File: src/rtl/fifo_rd_pkg.sv
// Shared types for the FIFO read-side stream controller.
// The optional FIFO_RD_LEVEL_EN build adds a level output at the top level.
package fifo_rd_pkg;

  // Fixed encodings keep the state values stable for older netlists and scripts.
  localparam logic [1:0] ST_EMPTY_ENC = 2'd0;
  localparam logic [1:0] ST_ONE_ENC   = 2'd1;
  localparam logic [1:0] ST_TWO_ENC   = 2'd2;

  typedef enum logic [1:0] {
    S_EMPTY = ST_EMPTY_ENC,
    S_ONE   = ST_ONE_ENC,
    S_TWO   = ST_TWO_ENC
  } rd_buf_state_e;

  localparam int OCC_W = 2;

  // Pointer width carries one extra wrap bit above the RAM address.
  function automatic int ptr_w(input int depth);
    return $clog2(depth) + 1;
  endfunction

endpackage

File: src/rtl/rd_out_buf.sv
// Two-entry output skid buffer that decouples m_ready from the RAM read address.
//   state   | meaning
//   S_EMPTY | no word held, m_valid low
//   S_ONE   | head holds the next word
//   S_TWO   | head and tail both hold words, no further push accepted
module rd_out_buf
  import fifo_rd_pkg::*;
#(
  parameter int DWIDTH = 64
) (
  input  logic              clk,
  input  logic              rst_n,
  input  logic              push,
  input  logic [DWIDTH-1:0] push_data,
  input  logic              pop,
  output logic              full,
  output logic              m_valid,
  output logic [DWIDTH-1:0] m_data,
  output logic [OCC_W-1:0]  count
);

  rd_buf_state_e     state;
  logic [DWIDTH-1:0] head_q;
  logic [DWIDTH-1:0] tail_q;

  always_ff @(posedge clk) begin
    if (!rst_n) begin
      state  <= S_EMPTY;
      head_q <= '0;
      tail_q <= '0;
    end else begin
      case (state)
        S_EMPTY: begin
          if (push) begin
            head_q <= push_data;
            state  <= S_ONE;
          end
        end
        S_ONE: begin
          // A simultaneous push and pop refills the head directly, keeping full rate.
          if (push && pop) begin
            head_q <= push_data;
          end else if (push) begin
            tail_q <= push_data;
            state  <= S_TWO;
          end else if (pop) begin
            state <= S_EMPTY;
          end
        end
        S_TWO: begin
          if (pop) begin
            head_q <= tail_q;
            state  <= S_ONE;
          end
        end
        default: state <= S_EMPTY;
      endcase
    end
  end

  always_comb begin
    count = '0;
    case (state)
      S_ONE:   count = 2'd1;
      S_TWO:   count = 2'd2;
      default: count = 2'd0;
    endcase
  end

  assign full    = (state == S_TWO);
  assign m_valid = (state != S_EMPTY);
  assign m_data  = head_q;

endmodule

File: src/rtl/fifo_rd_stream.sv
// Read-side controller of the synchronous FIFO: walks rd_ptr over the RAM and streams words out.
// Defining FIFO_RD_LEVEL_EN adds the rd_level output (RAM words plus buffered words).
module fifo_rd_stream
  import fifo_rd_pkg::*;
#(
  parameter int DWIDTH = 64,
  parameter int DEPTH  = 16,
  localparam int AW    = $clog2(DEPTH)
) (
  input  logic              clk,
  input  logic              rst_n,
  input  logic [AW:0]       wr_ptr,
  output logic [AW:0]       rd_ptr,
  output logic [AW-1:0]     rd_addr,
  input  logic [DWIDTH-1:0] rd_data,
  output logic [DWIDTH-1:0] m_data,
  output logic              m_valid,
  input  logic              m_ready
`ifdef FIFO_RD_LEVEL_EN
  ,
  output logic [AW+1:0]     rd_level
`endif
);

  logic             avail;
  logic             fetch;
  logic             pop;
  logic             buf_full;
  logic [OCC_W-1:0] occ;

  // fetch depends only on registers and wr_ptr, so m_ready never reaches rd_addr.
  assign avail   = (wr_ptr != rd_ptr);
  assign fetch   = avail && !buf_full;
  assign pop     = m_valid && m_ready;
  assign rd_addr = rd_ptr[AW-1:0];

  always_ff @(posedge clk) begin
    if (!rst_n) begin
      rd_ptr <= '0;
    end else if (fetch) begin
      rd_ptr <= rd_ptr + 1'b1;
    end
  end

  rd_out_buf #(
    .DWIDTH (DWIDTH)
  ) u_out_buf (
    .clk       (clk),
    .rst_n     (rst_n),
    .push      (fetch),
    .push_data (rd_data),
    .pop       (pop),
    .full      (buf_full),
    .m_valid   (m_valid),
    .m_data    (m_data),
    .count     (occ)
  );

`ifdef FIFO_RD_LEVEL_EN
  logic [AW:0] ram_words;

  assign ram_words = wr_ptr - rd_ptr;
  assign rd_level  = {1'b0, ram_words} + {{AW{1'b0}}, occ};
`else
  logic occ_unused;

  assign occ_unused = ^occ;
`endif

endmodule

File: config.mk
export PLATFORM = sky130hd
export DESIGN_NAME = fifo_rd_stream
export DESIGN_NICKNAME = d
export VERILOG_FILES = /design/src/rtl/fifo_rd_pkg.sv /design/src/rtl/rd_out_buf.sv /design/src/rtl/fifo_rd_stream.sv
export SDC_FILE = /design/constraint.sdc
export NUM_CORES = 1
export LEC_CHECK = 0
export CAP_MARGIN = 5
export CORE_ASPECT_RATIO = 1.1
export CORE_MARGIN = 4
export CORE_UTILIZATION = 45
export CTS_BUF_LIST = sky130_fd_sc_hd__clkbuf_2 sky130_fd_sc_hd__clkbuf_4 sky130_fd_sc_hd__clkbuf_8
export CTS_CLUSTER_DIAMETER = 50
export CTS_CLUSTER_SIZE = 8
export DETAILED_ROUTE_END_ITERATION = 7
export PLACE_DENSITY = 0.81
export SYNTH_ARGS = -nofsm -noshare
export SYNTH_HDL_FRONTEND = slang
export SYNTH_SLANG_ARGS = --single-unit
File: constraint.sdc
create_clock -name clk -period 1.8 [get_ports clk]
set_input_delay 0.36 -clock clk [delete_from_list [all_inputs] [get_ports clk]]
set_output_delay 0.36 -clock clk [all_outputs]
set_load 0.05 [all_outputs]
==> metrics.md <==
| Metric | Value |
|---|---|
| Outcome | `complete, no violations` |
| Fraction of layout cells with a size suffix above 1 | `25.4%` |
| Core area | `13,900 µm²` |
| Commonest non-fill, non-tap cell in the layout | `nand2_1` |
| GRT overflow | `0` |
| Clock buffer depth | `2` |
| Die height | `133 µm` |
| Synth cell types | `27` |
| Fin Clk Skew | `11.1 ps` |
| Kind of critical path | `input pin to register` |
| Register area share after synthesis | `42.3%` |
| RSZ-0062 raised after global routing | `yes` |
| CP Max Fanout | `10` |
| DR WL/cell | `13.6 µm` |
| Final wirelength | `13,900 µm` |
| Mapped cell area | `6390 µm²` |
| CP startpoint kind | `input pin` |
| Initial Utilization | `46.1%` |
| I/O Buffers | `145` |
| Synth-to-layout area growth | `30.6%` |
| Antenna diodes | `0` |
| EDFF count, synth | `0` |
| Worst r2r src | `rd_ptr[0]` |
| R2R Path End | `u_out_buf.m_data[19]` |
| CTS buffer count | `17` |
| R2R setup slack | `70 ps` |
| ANT nets after route | `0` |
| Commonest cells after routing, fill and taps aside | `264 x nand2_1, 132 x mux2i_1, 129 x dfxtp_1` |
| TritonCTS clock tree | `done` |
| Pre-antenna DRT Iters | `6` |
| Crit end category | `register` |
| Antenna violations before repair | `1` |
| Final Max Tran Viols | `0` |
| Total GRT Usage | `17.0%` |
| DP Wirelength | `9250 µm` |
| Final GP Congestion | `0.763` |
| Synth warn | `0` |
| Hold wc startpoint | `rst_n` |
| Post-Syn Nets | `756` |
| Clk pin slew, worst setup/hold paths | `80 ps` |
| Hold buffers post-CTS | `0` |
| Vias in the first global route | `4,689` |
| Die W | `122 µm` |
| Die area | `16,200 µm²` |
| Top_reg_cell synth | `dfxtp_1` |
| Root buf cell | `clkbuf_8` |
| Setup TNS | `0 ps` |
| Hold Path Sink | `u_out_buf.m_data[10]` |
| Peak Freq | `567 MHz` |
| Hold WS | `407 ps` |
| Residual DRC | `0` |
| Via count | `4,860` |
| Slew @ Worst Pin | `384 ps` |
| Vias per std cell | `4.76` |
| Max_cap viols | `0` |
| Top Ports | `146` |
| Rows | `45` |
| Post-layout min period | `1760 ps` |
| WP data required | `2160 ps` |
| Clock sink count | `135` |
| Pwr Total | `0.00792 W` |
| Synthesis-stage register bit count | `135` |
| Leakage | `3.48 nW` |
| Cell count after synthesis | `683` |
| Post-synth ARST share | `0%` |
| Fin crit share | `98.1%` |
| Power per standard cell area | `949 nW/µm²` |
| H-tree levels | `4` |
| Final Core Density | `60.3%` |
| Worst rel slew slack | `74.4%` |
| First-pass GRT wire length | `22,200 µm` |
| Syn Area/Cell | `9.36 µm²` |
| # setup viols final | `0` |
| Crit path DAT | `2130 ps` |
| Largest net degree at the start of global routing | `101` |
| Final hold vios | `0` |
| Fin nets | `892` |
| Hold path cells | `4` |
| Max VDD drop | `630 µV` |
| Initial DRC count | `254` |
| R2R depth | `6` |
| Min-Delay Path Class | `input pin to register` |
| Clock latency at the later pin of the worst-skew pair | `440 ps` |
## worst max-delay path: stages
cell,delay [ps]
clkdlybuf4s50_1,480
xor2_1,180
nor2_2,100
a2111oi_4,380
buf_4,260
buf_12,160
mux2i_1,200
## flip-flops by register name (all words and copies together), names as in the netlist
name              flops
rd_ptr                5
u_out_buf.tail_q     64
u_out_buf.state       2
u_out_buf.m_data     64
## kinds of logic (layout without fill, tap and decap cells)
group	after synthesis	count (layout)	share of synthesized area (%)
and+or+nand+nor	275	275	16.7
muxes	197	197	32.1
DFF	135	135	42.3
buffers and inverters	58	207	6.32
AOI/OAI and AO/OA	11	11	1.51
xor gates and xnor gates	5	5	0.685
adders and majority gates	2	2	0.352
## how the worst max path moves through the flow
stage / start / end / slack (ps) / cells after the start
floorplan: rd_ptr[2] / u_out_buf.tail_q[0] / 1 / 6
global placement: wr_ptr[4] / u_out_buf.tail_q[54] / -370 / 7
detailed placement: wr_ptr[4] / u_out_buf.tail_q[41] / -440 / 7
CTS: u_out_buf.state[1] / m_valid / 3 / 3
global route: wr_ptr[1] / u_out_buf.tail_q[36] / -30 / 7
finish: wr_ptr[3] / u_out_buf.tail_q[36] / 40 / 7
## final cells by class
cell class,instances,area [µm²]
Fill cell,1190,5510
Tap cell,188,235
Clock inverter,12,125
Multi-Input combinational cell,490,3310
Sequential cell,135,2710
Inverter,3,11.3
Timing Repair Buffer,172,1680
Clock buffer,20,269
## metal layers
metal	global-route usage (%)	routed length, µm	up-vias
met5	0	8	-
met4	5.48	136	2
met3	6.58	961	15
met2	26.2	6440	110
met1	21.8	6310	2208
li1	-	-	2525
## power by group
part	switching [W]	internal, W	total [W]	leakage [nW]
sequential	0.000130	0.00323	0.00336	1.11
combinational	0.00119	0.000854	0.00205	2.16
clock	0.00120	0.00132	0.00251	0.206
## metrics by stage
stage / cells / setup WS (ps) / area, µm²
after global routing: 1020 / -29.4 / 8350
after floorplan: 683 / 1.08 / 6400
after detailed placement: 986 / -442 / 7890
after global placement: 986 / -374 / 7890
final: 1020 / 35.1 / 8350
after CTS: 1018 / 3.09 / 8280
## cells in the mapped netlist, drive strengths merged (2+ instances only)
library cell / n / area share [%]
nand2: 264 / 16
dfxtp: 135 / 42
mux2i: 133 / 21
mux2: 64 / 11
clkbuf: 33 / 1.9
buf: 22 / 4.2
nand2b: 5 / 0.49
xor2: 5 / 0.69
a21oi: 4 / 0.31
inv: 3 / 0.18
nand4: 2 / 0.20
nor2: 2 / 0.16
## what timing repair did
action | 4_1_cts | 5_1_grt
setup endpoints to repair | 0 | 50
buffers inserted | 0 | 0
gates resized for setup | 0 | 3
endpoints found under the hold margin | 0 | 0
Power figures use the tool's default switching activity.
